## config.mk

```make
export PLATFORM = sky130hd
export DESIGN_NAME = simple_bus_regfile_slave
export DESIGN_NICKNAME = d
export VERILOG_FILES = /design/src/rtl/simple_bus_pkg.sv /design/src/rtl/bus_regfile_mem.sv /design/src/rtl/simple_bus_regfile_slave.sv
export SDC_FILE = /design/constraint.sdc
export NUM_CORES = 1
export LEC_CHECK = 0
export BUFFER_PORTS_ARGS = -buffer_cell sky130_fd_sc_hd__buf_2
export CAP_MARGIN = 20
export CORE_MARGIN = 2
export CORE_UTILIZATION = 40
export CTS_BUF_LIST = sky130_fd_sc_hd__clkbuf_4 sky130_fd_sc_hd__clkbuf_8
export CTS_CLUSTER_DIAMETER = 150
export DETAILED_ROUTE_END_ITERATION = 16
export PLACE_DENSITY = 0.52
export SLEW_MARGIN = 20
export SYNTH_ARGS = -nofsm -noshare
export SYNTH_HDL_FRONTEND = slang
export SYNTH_HIERARCHICAL = 1
export SYNTH_SLANG_ARGS = --single-unit
```

## constraint.sdc

```tcl
create_clock -name clk -period 4.1 [get_ports clk]
set_input_delay 0 -clock clk [delete_from_list [all_inputs] [get_ports clk]]
set_output_delay 0 -clock clk [all_outputs]
set_load 0.01 [all_outputs]
```

## src/rtl/simple_bus_pkg.sv

```systemverilog
// Shared types and constants for the simple bus register-file slave.
package simple_bus_pkg;

  localparam int unsigned CNT_W     = 4;
  localparam int unsigned ERR_RDATA = 0;

  typedef enum logic [1:0] {
    IDLE = 2'd0,
    WAIT = 2'd1,
    RESP = 2'd2,
    HOLD = 2'd3
  } state_t;

endpackage

```

## src/rtl/bus_regfile_mem.sv

```systemverilog
// DEPTH x DATA_WIDTH register storage: synchronous write, combinational read.
module bus_regfile_mem #(
  parameter int unsigned DEPTH      = 16,
  parameter int unsigned DATA_WIDTH = 32,
  parameter int unsigned IDX_W      = $clog2(DEPTH)
) (
  input  logic                  clk,
  input  logic                  reset_n,
  input  logic                  we,
  input  logic [IDX_W-1:0]      waddr,
  input  logic [DATA_WIDTH-1:0] wdata,
  input  logic [IDX_W-1:0]      raddr,
  output logic [DATA_WIDTH-1:0] rdata
);

  logic [DATA_WIDTH-1:0] mem [DEPTH];

  // Storage array, cleared on reset, written when we is high.
  always_ff @(posedge clk or negedge reset_n) begin
    if (!reset_n) begin
      for (int i = 0; i < int'(DEPTH); i++) begin
        mem[i] <= '0;
      end
    end else if (we) begin
      mem[waddr] <= wdata;
    end
  end

  assign rdata = mem[raddr];

endmodule

```

## src/rtl/simple_bus_regfile_slave.sv

```systemverilog
// Register-file slave with programmable wait states and a trailing HOLD
// cycle that swallows the extra valid cycle driven by the upstream bridge.
module simple_bus_regfile_slave
  import simple_bus_pkg::*;
#(
  parameter int unsigned ADDR_WIDTH  = 8,
  parameter int unsigned DATA_WIDTH  = 32,
  parameter int unsigned DEPTH       = 16,
  parameter int unsigned WAIT_STATES = 2
) (
  input  logic                  clk,
  input  logic                  reset_n,
  input  logic [ADDR_WIDTH-1:0] s_addr,
  input  logic [DATA_WIDTH-1:0] s_wdata,
  input  logic                  s_we,
  input  logic                  s_valid,
  output logic                  s_ready,
  output logic [DATA_WIDTH-1:0] s_rdata,
  output logic                  s_err
);

  localparam int unsigned IDX_W = $clog2(DEPTH);

  state_t                state;
  logic [CNT_W-1:0]      cnt;
  logic [ADDR_WIDTH-1:0] req_addr;
  logic [DATA_WIDTH-1:0] req_wdata;
  logic                  req_we;

  logic                  commit_c;
  logic [ADDR_WIDTH-1:0] acc_addr_c;
  logic [DATA_WIDTH-1:0] acc_wdata_c;
  logic                  acc_we_c;
  logic                  in_range_c;
  logic                  mem_we_c;
  logic [DATA_WIDTH-1:0] mem_rdata_c;

  // Select the access operands: live inputs on a zero-wait capture, else the
  // request registers; flag the edge that commits the access.
  always_comb begin
    acc_addr_c  = req_addr;
    acc_wdata_c = req_wdata;
    acc_we_c    = req_we;
    commit_c    = 1'b0;
    if (state == IDLE) begin
      acc_addr_c  = s_addr;
      acc_wdata_c = s_wdata;
      acc_we_c    = s_we;
      commit_c    = s_valid && (WAIT_STATES == 0);
    end else if (state == WAIT) begin
      commit_c = (cnt == CNT_W'(1));
    end
    in_range_c = {1'b0, acc_addr_c} < (ADDR_WIDTH + 1)'(DEPTH);
    mem_we_c   = commit_c && acc_we_c && in_range_c;
  end

  bus_regfile_mem #(
    .DEPTH      (DEPTH),
    .DATA_WIDTH (DATA_WIDTH),
    .IDX_W      (IDX_W)
  ) u_mem (
    .clk     (clk),
    .reset_n (reset_n),
    .we      (mem_we_c),
    .waddr   (acc_addr_c[IDX_W-1:0]),
    .wdata   (acc_wdata_c),
    .raddr   (acc_addr_c[IDX_W-1:0]),
    .rdata   (mem_rdata_c)
  );

  // Request FSM, wait counter, request capture and registered response.
  always_ff @(posedge clk or negedge reset_n) begin
    if (!reset_n) begin
      state     <= IDLE;
      cnt       <= '0;
      req_addr  <= '0;
      req_wdata <= '0;
      req_we    <= 1'b0;
      s_ready   <= 1'b0;
      s_err     <= 1'b0;
      s_rdata   <= '0;
    end else begin
      if (commit_c) begin
        s_ready <= 1'b1;
        s_err   <= !in_range_c;
        if (!in_range_c) begin
          s_rdata <= DATA_WIDTH'(ERR_RDATA);
        end else if (!acc_we_c) begin
          s_rdata <= mem_rdata_c;
        end
      end
      case (state)
        IDLE: begin
          if (s_valid) begin
            req_addr  <= s_addr;
            req_wdata <= s_wdata;
            req_we    <= s_we;
            if (WAIT_STATES == 0) begin
              state <= RESP;
            end else begin
              state <= WAIT;
              cnt   <= CNT_W'(WAIT_STATES);
            end
          end
        end
        WAIT: begin
          if (cnt == CNT_W'(1)) begin
            state <= RESP;
            cnt   <= '0;
          end else begin
            cnt <= cnt - CNT_W'(1);
          end
        end
        RESP: begin
          state   <= HOLD;
          s_ready <= 1'b0;
          s_err   <= 1'b0;
        end
        HOLD: begin
          state <= IDLE;
        end
        default: begin
          state <= IDLE;
        end
      endcase
    end
  end

endmodule

```

* Word-level counts from Yosys, hierarchy flattened *
Index checks and enable logic that the tools add are counted.

storage, ports and cells
  register bits after elaboration = 593
  output and inout port bits = 34
  word-level logic and storage cells = 70

cells by class
  $add $sub $neg = 1
  $lt $le $gt $ge = 3
  eq/ne operators = 7
  mux-type cells = 23
  bitwise gates (word level) = 1
  reduce and logical (&&, ||, !) cells = 11

operators with widths
  kind                                                         number
  bitwise mux 512 bit                                          1
  two-way mux 32 bit                                           6
  binary-select mux 32 bit (select 4 bit)                      1
  demux 32 bit (select 4 bit)                                  1
  less-than comparator 8 x 5 -> 1 bit (second input constant)  1
  two-way mux 4 bit                                            2
  two-way mux 8 bit                                            1
  one-hot mux 2 bit (4 select lines)                           1
  one-hot mux 4 bit (2 select lines)                           1
  AND reduction 2 bit                                          4
  two-way mux 1 bit                                            7
  >= comparator 5 bit (second input constant)                  1
  less-than comparator 5 x 1 -> 1 bit (second input constant)  1
  inverter 4 -> 5 bit                                          1
  == test 2 bit (second input constant)                        2
  == test 4 x 1 -> 1 bit (second input constant)               1
  two-way mux 2 bit                                            2
  != test 2 bit (second input constant)                        2
  nonzero test 2 bit                                           2
  subtractor 4 x 1 -> 4 bit (second input constant)            1
  logical AND 1 bit                                            3
  == test 2 x 1 -> 1 bit (second input constant)               1
  zero test 2 bit                                              1
  != test 2 x 1 -> 1 bit (second input constant)               1
  zero test 1 bit                                              1

* Longest topological paths before layout *
Gate-level depths: netlist of the first run.

  word-level depth = 8
  depth in mapped cells = 11

* Cells and area by module *
Netlist of the first run, hierarchy kept.

by module, submodules not included
  module                    instances  cells each  area each (µm²)
  bus_regfile_mem           1          1405        22774.3
  simple_bus_regfile_slave  1          260         3707.3

* Worst setup path before layout of the first run *
OpenSTA, ideal clock, no wires.

  path kind = register -> register
  start point = register state[0]
  end point = register s_rdata[25]
  setup time = 0.121 ns
  arrival time = 2.881 ns
  data required time = 3.979 ns
  setup slack = 1.098 ns
  cell stages (with the launch flop) = 12
  buffers on the path = 4
  clock period less this slack = 3.002 ns
  path through = dfrtp_1 > inv_1 > ha_1 > buf_2 > buf_1 > mux2_2 > buf_2 > buf_2 > mux4_2 > a22oi_1 > nand2_1 > a22o_1

on the way
  cells in the longest elaborated chain, start to end = 8
  elaborated cells on any way between the ends = 15
  those cells by class = 1 x order compare; 2 x eq/ne; 9 x mux; 1 x bitwise; 2 x reduce/logical

RTL lines
  item                                                    RTL line                         RTL
  from (decl)                                             simple_bus_regfile_slave.sv:24   state_t state;
  from (signal assigned)                                  simple_bus_regfile_slave.sv:74   state <= IDLE;
  from (signal assigned)                                  simple_bus_regfile_slave.sv:99   state <= RESP;
  from (signal assigned)                                  simple_bus_regfile_slave.sv:101  state <= WAIT;
  zero test 2 bit                                         simple_bus_regfile_slave.sv:45   if (state == IDLE) begin
  two-way mux 8 bit                                       simple_bus_regfile_slave.sv:45
  named net acc_addr_c[0]                                 simple_bus_regfile_slave.sv:31   logic [ADDR_WIDTH-1:0] acc_addr_c;
  inverter 4 -> 5 bit (not written as such)               bus_regfile_mem.sv:29            assign rdata = mem[raddr];
  binary-select mux 32 bit (select 4 bit)                 bus_regfile_mem.sv:29
  two-way mux 32 bit (not written as such) (2 in series)  bus_regfile_mem.sv:29
  named net mem_rdata_c[25]                               simple_bus_regfile_slave.sv:36   logic [DATA_WIDTH-1:0] mem_rdata_c;
  two-way mux 32 bit                                      simple_bus_regfile_slave.sv:88   end else if (!acc_we_c) begin
  two-way mux 32 bit                                      simple_bus_regfile_slave.sv:86   if (!in_range_c) begin
  to (signal assigned)                                    simple_bus_regfile_slave.sv:87   s_rdata <= DATA_WIDTH'(ERR_RDATA);
  to (signal assigned)                                    simple_bus_regfile_slave.sv:89   s_rdata <= mem_rdata_c;
  to (decl)                                               simple_bus_regfile_slave.sv:18   output logic [DATA_WIDTH-1:0] s_rdata,

The timed path passes the listed nets, and every way through them passes these cells. The select of a mux whose other input is x is not followed.
A chain may end at the register's enable or synchronous reset.

* Worst setup path after layout of the first run *
  start point = register state[0]
  end point = register u_mem/mem[247] in the netlist's numbering

on the way
  elaborated cells on any way between the ends = 17
  those cells by class = 3 x order compare; 1 x eq/ne; 8 x mux; 1 x bitwise; 4 x reduce/logical

RTL lines
  item                                                                                         RTL line                        RTL
  parallel branches: the longest is 4 deep, another holds less-than comparator 8 x 5 -> 1 bit  --
  logical AND 1 bit *                                                                          simple_bus_regfile_slave.sv:54  mem_we_c = commit_c && acc_we_c && in_range_c;
  named net mem_we_c                                                                           simple_bus_regfile_slave.sv:35  logic mem_we_c;
  to (signal, indexed assignment)                                                              bus_regfile_mem.sv:25           mem[waddr] <= wdata;
  to (decl)                                                                                    bus_regfile_mem.sv:16           logic [DATA_WIDTH-1:0] mem [DEPTH];

Mark *: on every way through the listed nets, which the timed path passes.

==> results of run 1 <==
[worst max-delay path, cell delays in order (launching register included)]
cell and delay (ns):
dfrtp_1 0.37, inv_1 0.08, ha_2 0.36, or3_4 0.45, nor2_1 0.08, nor4b_1 0.44, buf_4 0.22, nand3b_1 0.29
or3_2 0.53, buf_4 0.27, mux2_1 0.35
[cells by family after synthesis]
kind of cell,Yosys count,share of synthesized area
AOI/OAI and AO/OA,113,0.0337
adders and majority gates,5,0.00236
buffers and inverters,151,0.0264
DFF,593,0.560
muxes,719,0.360
and+or+nand+nor,84,0.0171
[repair_timing]
action / 4_1_cts / 5_1_grt
hold buffers: 44 / 0
endpoints found under the hold margin: 752 / 0
gates resized for setup: 0 / 0
[cells in the mapped netlist (2+ instances only)]
cell type	n	area (µm²)
nor2_1	14	52.6
o21ai_0	3	15.0
inv_1	5	18.8
nand3_1	3	15.0
a22o_1	32	280
buf_1	3	11.3
clkbuf_1	67	251
dfrtp_1	593	14800
and3_1	2	12.5
nand3b_1	4	30.0
ha_1	5	62.6
mux4_2	128	2880
nand2_1	37	139
a22oi_1	64	480
mux2_2	526	5920
buf_6	6	67.6
o211ai_1	2	15.0
or3_1	3	18.8
nor2b_1	7	43.8
nand2b_1	3	18.8
buf_2	69	345
mux2_1	64	721
a21oi_1	4	20.0
[sequential cells by signal (all words and copies together), names as in the netlist]
signal     flops
cnt            4
s_ready        1
s_rdata       32
state          2
req_addr       8
s_err          1
u_mem/mem    512
req_wdata     32
req_we         1
[stage by stage]
step                       util  power (mW)  cells
after floorplan               -        9.41   1665
after global placement    0.428        11.1   2521
after detailed placement  0.428        11.1   2521
after CTS                 0.467        16.8   2738
after global routing      0.467        17.4   2740
final                     0.467        16.5   2742
[power breakdown]
group | switching (mW) | internal [mW]
clock | 2.39 | 3.14
sequential | 0.159 | 6.13
combinational | 3.12 | 1.56
[layer usage]
metal  up-vias  share of wire  global-route usage
met5         -              0                   0
met4         0          0.021              0.0538
met3       111          0.035              0.0362
met2       261           0.49               0.345
met1      8170           0.46               0.282
li1       6510              -                   -
[path summary, 6_finish.rpt]
check,slack [ns],to,cells past startpoint,startpoint
worst max-delay path,0.53,u_mem/mem[247]$_DFFE_PN0P_,10,state[0]$_DFFE_PN0P_
worst min-delay path,0.04,u_mem/mem[317]$_DFFE_PN0P_,3,reset_n
worst max register to register,0.53,u_mem/mem[247]$_DFFE_PN0P_,10,state[0]$_DFFE_PN0P_
worst min register to register,0.49,u_mem/mem[326]$_DFFE_PN0P_,1,u_mem/mem[326]$_DFFE_PN0P_
max in group asynchronous,3.42,u_mem/mem[501]$_DFFE_PN0P_,3,reset_n
min in group clk,0.07,req_wdata[1]$_DFFE_PN0P_,3,s_wdata[1]
[layout make-up]
type / count / area [µm²]
repair buffers: 181 / 1500
flip-flops and latches: 593 / 14800
well taps: 864 / 1080
clock buffers: 157 / 1960
multi-input cells: 921 / 11100
diodes: 4 / 10.0
clock inverters: 16 / 143
fillers: 5770 / 35000
inverters: 6 / 22.5
==> results.yml, run 1 <==
synth:
  synth-warning-count: 6
  synth-edff-count: 0
  yosysUniqueCellTypes: 44
  synthArstFlopShare: 1.00
  synth_cells: 1665
  ys_seq_elements: 593
  synth.cell_area_um2: 26500
  avgSynthCellArea_um2: 15.9
  synth_fp_nets: 1714
  ys_seq_area_frac: 0.560
  synth_top_flop_cell: "dfrtp_1"
critical_path:
  cp-end-kind: "flip-flop"
  path_max_fanout: 20
  crit_arrival_ns: 4.13
  worstSetupPathType: "flip-flop to flip-flop"
  critPathLaunchType: "flip-flop"
  crit_required_ns: 4.67
placed_design:
  pre_cts_ws_ns: 0.468
  hpwl_mm: 39.0
  gp_congestion: 0.704
  dpl-instance-area_um2: 28100
  port_buffers: 77
sta:
  finClkSkew_ns: 0.0298
  hold_viol: 0
  finalCriticalPeriod_ns: 3.57
  slew_viol_final: 0
  setup_viol: 0
  slew_headroom: 0.520
  rsz0062_at_grt: "no"
  layout_setup_ws_ns: 0.534
  setup_tns_ns: 0
  timing.final.crit_share: 0.870
  max_freq_mhz: 280
  hold_slack_ns: 0.0358
  tightestPinTransition_ns: 0.721
cts:
  clk_path_buf_depth: 3
  htreeDepth: 3
  cts_buffers: 102
  cts-root-buf: "clkbuf_8"
  clock-sinks: 593
  clk_pin_slew_ns: 0.06
  cts_tree: "done"
  insertion_delay_ns: 0.70
  cts_setup_buffers: 0
finish:
  fin_nets: 1854
  drive_gt1_frac: 0.530
  final_cell_mix: "dfrtp_1 (593), mux2_2 (524), mux4_2 (128)"
  final_common_cell: "dfrtp_1"
  area_growth_pct: 15.7
  stdcell_area_um2: 30600
route:
  routed-via-count: 15052
  drt_first_iter_violations: 721
  postRouteAntennaNets: 0
  drc: 0
  via_per_inst: 5.49
  drt-pass1-iter-count: 7
  avgRoutedWirePerCell_um: 25.0
  routed_wl_mm: 68.5
die:
  fp.dieH_um: 261
  dieArea_um2: 68300
  io_pins: 78
  dieWidth_um: 261
  rows: 94
  initial_core_util: 0.404
  fp.coreArea_um2: 65600
run:
  maxCapViolations: 0
grt:
  grt_antenna_before_repair: 2
  grt_pass1_vias: 16417
  grt_start_max_net_pins: 109
  track_usage: 0.207
  grt_overflow: 0
  grt_pass1_wl_mm: 105
worst_hold_path:
  hp-class: "primary input to async pin"
status:
  status: "complete, no violations"
power_and_ir_drop:
  p_leak_nw: 14.9
  vdd_drop_max_mv: 0.355
  powerDensity_nw_per_um2: 539
Note: power is estimated with default switching activity, not from simulation.
==> run 2: changes to the inputs <==
==> constraint.sdc (replaced) <==
create_clock -name clk -period 4.4 [get_ports clk]
set_input_delay 0 -clock clk [delete_from_list [all_inputs] [get_ports clk]]
set_output_delay 0 -clock clk [all_outputs]
set_load 0.01 [all_outputs]
==> run 2 against run 1 <==
Die area is the same. Non-clock buffer count shrank 4. Utilization is essentially flat. Routed wire length grew 0.93%. Register-to-register slack gained 0.23 ns. Flip-flop and latch count is the same. Clock power shrank 3%. Largest cell class unchanged.
==> results.yml, run 2 (synthesis gave the netlist of run 1 again) <==
placed_design:
  pre_cts_ws_ns: 0.753
  dp.cells: 2514
  hpwl_mm: 38.9
  gp_congestion: 0.718
  port_buffers: 77
  dpl-instance-area_um2: 28000
finish:
  area_growth_pct: 15.8
  stdcell_count: 2743
  reg_top3: "u_mem/mem (512), req_wdata (32), s_rdata (32)"
  fin_nets: 1852
  drive_gt1_frac: 0.530
  final_cell_mix: "dfrtp_1 (593), mux2_2 (524), clkbuf_8 (129)"
  stdcell_area_um2: 30700
  top_register: "u_mem/mem"
  largest_reg_flops: 512
  final_common_cell: "dfrtp_1"
sta:
  layout_setup_ws_ns: 0.767
  slew_viol_final: 0
  slew_headroom: 0.234
  rsz0062_at_grt: "no"
  timing.final.crit_share: 0.826
  max_freq_mhz: 275
  setup_tns_ns: 0
  setup_viol: 0
  finClkSkew_ns: 0.0228
  hold_viol: 0
  finalCriticalPeriod_ns: 3.63
  tightestPinTransition_ns: 1.15
route:
  routed_wl_mm: 69.2
  routed-via-count: 15144
  via_per_inst: 5.52
  drc: 0
  postRouteAntennaNets: 0
  drt_first_iter_violations: 767
  avgRoutedWirePerCell_um: 25.2
  drt-pass1-iter-count: 4
power_and_ir_drop:
  vdd_drop_max_mv: 0.343
  powerDensity_nw_per_um2: 509
  p_leak_nw: 14.9
run:
  maxCapViolations: 0
cts:
  ctsResizeCount: 0
  htreeDepth: 3
  cts_tree: "done"
  cts_buffers: 104
  clk_pin_slew_ns: 0.06
  insertion_delay_ns: 0.71
  cts-root-buf: "clkbuf_8"
  clock-sinks: 593
  clk_path_buf_depth: 3
die:
  dieWidth_um: 261
  io_pins: 78
  initial_core_util: 0.404
  dieArea_um2: 68300
  rows: 94
  fp.coreArea_um2: 65600
  fp.dieH_um: 261
critical_path:
  worst-r2r-cell-count: 9
  critPathLaunchType: "flip-flop"
  worstReg2RegEnd: "s_rdata[31]$_DFFE_PN0P_"
  crit_arrival_ns: 4.22
  worstSetupPathType: "flip-flop to flip-flop"
  path_max_fanout: 66
  cp-end-kind: "flip-flop"
  rrSetupSlack_ns: 0.77
  crit_required_ns: 4.99
  rr_startpoint: "state[0]$_DFFE_PN0P_"
grt:
  grt_antenna_before_repair: 1
  grt_pass1_wl_mm: 106
  track_usage: 0.209
  grt_start_max_net_pins: 113
  grt_pass1_vias: 16518
  grt_overflow: 0
status:
  status: "complete, no violations"
worst_hold_path:
  min_from: "s_wdata[1]"
  min_path_cells: 3
  hp-class: "primary input to flip-flop"
  hold_end: "req_wdata[1]$_DFFE_PN0P_"
-- run 2: cell types whose count changed in the layout (fill, tap and decap cells not counted) --
cell,delta
clkbuf_4,+9
buf_12,-2
buf_4,-4
inv_8,-1
inv_6,+3
buf_16,-1
clkinvlp_4,+1
clkinv_2,-8
dlygate4sd3_1,+3
diode_2,-3
clkbuf_8,+4
-- run 2: what timing repair did --
item | in CTS | in global routing
setup buffers | 0 | 0
hold endpoints to repair | 708 | 0
hold buffers | 47 | 0
-- run 2: critical path, stage by stage, from the launching register on --
cell,delay (ns)
dfrtp_1,0.40
inv_1,0.09
ha_2,0.45
buf_4,0.36
mux2_8,0.66
buf_4,0.51
mux4_2,0.36
a22oi_1,0.24
nand2_1,0.16
a22o_1,0.22
-- run 2: area by class of cell --
type,instances,area [µm²]
Multi-Input combinational cell,921,11100
Clock buffer,170,2080
Fill cell,5747,35000
Sequential cell,593,14800
Antenna cell,1,2.50
Timing Repair Buffer,177,1440
Tap cell,864,1080
Inverter,6,22.5
Clock inverter,11,125
-- run 2: through the flow --
stage          power (mW)  hold WS [ns]   util
4_1_cts              15.8      0.000632  0.467
5_1_grt              16.4        0.0262  0.467
6_report             15.6        0.0662  0.467
2_1_floorplan        8.77        -0.296      -
3_5_place_dp         10.4         0.168  0.426
3_3_place_gp         10.3         0.163  0.426
-- run 2: per-layer routing --
layer / wire [µm] / track usage / up-vias
li1: - / - / 6512
met2: 33400 / 0.343 / 252
met1: 32100 / 0.291 / 8267
met5: 0 / 0 / -
met3: 2180 / 0.0337 / 113
met4: 1400 / 0.0554 / 0
-- run 2: worst max-delay path by stage --
stage / from / to / slack (ns) / cells after the start
detailed placement: state[0]$_DFFE_PN0P_ / s_rdata[31]$_DFFE_PN0P_ / 0.75 / 9
CTS: state[0]$_DFFE_PN0P_ / s_rdata[31]$_DFFE_PN0P_ / 0.73 / 9
floorplan: state[0]$_DFFE_PN0P_ / s_rdata[25]$_DFFE_PN0P_ / 1.40 / 11
finish: state[0]$_DFFE_PN0P_ / s_rdata[31]$_DFFE_PN0P_ / 0.77 / 9
global route: state[0]$_DFFE_PN0P_ / s_rdata[31]$_DFFE_PN0P_ / 0.54 / 9
global placement: state[0]$_DFFE_PN0P_ / s_rdata[25]$_DFFE_PN0P_ / 0.73 / 9
-- run 2: power by group --
group	total [mW]	switching, mW	internal, mW
clock	5.38	2.29	3.09
combinational	4.36	2.94	1.42
sequential	5.86	0.145	5.72
==> run 3: changes to the inputs <==
--- a/config.mk
+++ b/config.mk
@@ -5,6 +5,7 @@
 export SDC_FILE = /design/constraint.sdc
 export NUM_CORES = 1
 export LEC_CHECK = 0
+export ABC_AREA = 1
 export BUFFER_PORTS_ARGS = -buffer_cell sky130_fd_sc_hd__buf_2
 export CAP_MARGIN = 20
 export CORE_MARGIN = 2
==> constraint.sdc (replaced) <==
create_clock -name clk -period 3.8 [get_ports clk]
set_input_delay 0 -clock clk [delete_from_list [all_inputs] [get_ports clk]]
set_output_delay 0 -clock clk [all_outputs]
set_load 0.01 [all_outputs]
==> run 3 against run 2 <==
Critical path depth stayed put. Synthesized cell count is 120% higher. Power is 45% higher. Critical path type unchanged. Die area is 7.0% higher. Final area is 6.7% higher. Highest routed layer unchanged. Largest power group is now combinational cells. Critical endpoint is now u_mem/mem[493]$_DFFE_PN0P_.
==> results.yml, run 3 <==
status:
  status: "complete, no violations"
placed_design:
  dpl-instance-area_um2: 29900
  gp_congestion: 0.774
  hpwl_mm: 51.6
  port_buffers: 77
  pre_cts_ws_ns: 0.472
power_and_ir_drop:
  power_frac_seq: 0.296
  powerDensity_nw_per_um2: 692
  vdd_drop_max_mv: 0.611
  finalPower_mw: 22.6
  p_leak_nw: 15.9
  p_int_mw: 12.7
  clockPowerShare: 0.269
  p_switching_mw: 9.94
  share_comb_of_total_power: 0.434
  swShare: 0.439
critical_path:
  crit_chain: "inv_1 -> ha_1 -> inv_2 -> o21ai_4 -> buf_12 -> nor2_2 -> nand3_2 -> buf_4 -> o21ai_0"
  crit_buf_inv: 4
  critPathLaunchType: "flip-flop"
  worstSetupPathType: "flip-flop to flip-flop"
  worstReg2RegEnd: "u_mem/mem[493]$_DFFE_PN0P_"
  slowest_delay_ns: 0.69
  crit_required_ns: 4.33
  cp_top_family: "buffers and inverters"
  crit_arrival_ns: 3.89
  rr_startpoint: "state[0]$_DFFE_PN0P_"
  rrSetupSlack_ns: 0.44
  path_max_fanout: 100
  cp-end-kind: "flip-flop"
  slowest_stage: "buf_4"
  worst-r2r-cell-count: 9
synth:
  synthTopCellsByCount: "nand2_1 (1,251), dfrtp_1 (593), o21ai_0 (583)"
  ys_seq_area_frac: 0.523
  synth_top_cell_area_share: 0.523
  synth_area_leaders: "dfrtp_1 (52%), nand2_1 (17%), o21ai_0 (10%), nand3_1 (7.1%), inv_1 (6.6%)"
  synth_fp_nets: 3747
  ys_seq_elements: 593
  synth_top_flop_cell: "dfrtp_1"
  avgSynthCellArea_um2: 7.67
  synth.cell_area_um2: 28400
  yosysUniqueCellTypes: 32
  synth-warning-count: 6
  synth_top_cell_by_area: "dfrtp_1"
  synth_cells: 3698
  synth-edff-count: 0
  synthArstFlopShare: 1.00
  synth_most_common_cell: "nand2_1"
run:
  maxCapViolations: 0
sta:
  finClkSkew_ns: 0.0324
  hold_viol: 0
  layout_setup_ws_ns: 0.437
  rsz0062_at_grt: "no"
  timing.final.crit_share: 0.885
  finalCriticalPeriod_ns: 3.36
  setup_viol: 0
  setup_tns_ns: 0
  slew_headroom: 0.296
  max_freq_mhz: 297
  slew_viol_final: 0
  tightestPinTransition_ns: 1.05
grt:
  grt_start_max_net_pins: 113
  track_usage: 0.254
  grt_overflow: 0
  grt_pass1_wl_mm: 142
  grt_antenna_before_repair: 2
  grt_pass1_vias: 23279
route:
  postRouteAntennaNets: 0
  drt-pass1-iter-count: 5
  routed_wl_mm: 91.4
  drc: 0
  via_per_inst: 5.00
  routed-via-count: 24144
  drt_first_iter_violations: 2372
  avgRoutedWirePerCell_um: 18.9
cts:
  ctsHoldBuffers: 72
  clk_pin_slew_ns: 0.06
  insertion_delay_ns: 0.74
  ctsResizeCount: 0
  cts_tree: "done"
  htreeDepth: 3
  cts-root-buf: "clkbuf_8"
  cts_setup_buffers: 0
  clk_path_buf_depth: 3
  clock-sinks: 593
  cts_buffers: 104
die:
  rows: 97
  initial_core_util: 0.404
  fp.dieH_um: 270
  fp.coreArea_um2: 70100
  io_pins: 78
  dieArea_um2: 73000
  dieWidth_um: 270
finish:
  fin_nets: 3869
  area_growth_pct: 15.4
  final_core_utilization: 0.467
  reg_top3: "u_mem/mem (512), req_wdata (32), s_rdata (32)"
  final_cell_mix: "nand2_1 (1,250), dfrtp_1 (593), o21ai_0 (578)"
  stdcell_area_um2: 32700
  drive_gt1_frac: 0.106
  final_common_cell: "nand2_1"
  top_register: "u_mem/mem"
  fillers: 7204
  largest_reg_flops: 512
worst_hold_path:
  hp-class: "primary input to async pin"
## run 3: changes by cell type after synthesis, moves of 64 or more
cell / previous run / this run
a22oi_1: 64 / 0
mux4_2: 128 / 0
o21ai_0: 3 / 583
mux2_1: 64 / 0
mux2_2: 526 / 2
inv_1: 5 / 500
nand3_1: 3 / 402
nand2_1: 37 / 1251
## run 3: worst reg2reg max path, stage by stage (launching register included)
cell and delay (ns):
dfrtp_1 0.39, inv_1 0.09, ha_1 0.35, inv_2 0.25, o21ai_4 0.43, buf_12 0.40, nor2_2 0.27, nand3_2 0.09
buf_4 0.69, o21ai_0 0.20
## run 3: cells by family after synthesis
logic type | after synthesis | synth area share
XOR/XNOR | 1 | 0.000309
flip-flops | 593 | 0.523
adder cells (fa/ha/maj) | 5 | 0.00221
AO/OA/AOI/OAI | 615 | 0.109
buffers and inverters | 737 | 0.106
multiplexers | 2 | 0.000794
AND/OR/NAND/NOR | 1745 | 0.258
## run 3: per-stage QoR
step / std cells / hold WS (ns)
after floorplan: 3698 / -0.296
after global placement: 4582 / 0.0375
after detailed placement: 4582 / 0.0406
after CTS: 4832 / 0.00967
after global routing: 4833 / 0.0336
final: 4833 / 0.0102
## run 3: worst max-delay path by stage
| stage | endpoint | from | slack (ns) | cells after the start |
|---|---|---|---|---|
| after floorplan | s_rdata[26]$_DFFE_PN0P_ | state[0]$_DFFE_PN0P_ | 0.91 | 17 |
| after global placement | u_mem/mem[509]$_DFFE_PN0P_ | state[0]$_DFFE_PN0P_ | 0.52 | 9 |
| after detailed placement | u_mem/mem[494]$_DFFE_PN0P_ | state[0]$_DFFE_PN0P_ | 0.47 | 9 |
| after CTS | u_mem/mem[494]$_DFFE_PN0P_ | state[0]$_DFFE_PN0P_ | 0.42 | 9 |
| after global routing | u_mem/mem[498]$_DFFE_PN0P_ | state[1]$_DFFE_PN0P_ | 0.12 | 10 |
| final | u_mem/mem[493]$_DFFE_PN0P_ | state[0]$_DFFE_PN0P_ | 0.44 | 9 |
## run 3: cell type report
cell class | instances | area (µm²) | area share
diodes | 1 | 2.50 | 0.0000764
clock buffers | 168 | 2070 | 0.0634
clock inverters | 10 | 58.8 | 0.00180
inverters | 506 | 1910 | 0.0583
multi-input cells | 2368 | 10600 | 0.323
flip-flops and latches | 593 | 14800 | 0.453
well taps | 940 | 1180 | 0.0359
repair buffers | 247 | 2090 | 0.0640
## run 3: power by group through the flow
stage | logic, mW | registers [mW] | clock network, mW
6_report | 9.84 | 6.71 | 6.10
5_1_grt | 10.8 | 6.74 | 6.53
3_5_place_dp | 9.53 | 6.82 | 0
2_1_floorplan | 5.74 | 6.79 | 0
4_1_cts | 9.82 | 6.71 | 6.24
3_3_place_gp | 9.55 | 6.82 | 0
## run 3: layer usage
metal  vias up  track usage  share of wire
met5         -            0              0
met4         0       0.0769          0.026
met2       657        0.394           0.44
li1      11826            -              -
met3       122       0.0395          0.057
met1     11539        0.366           0.47
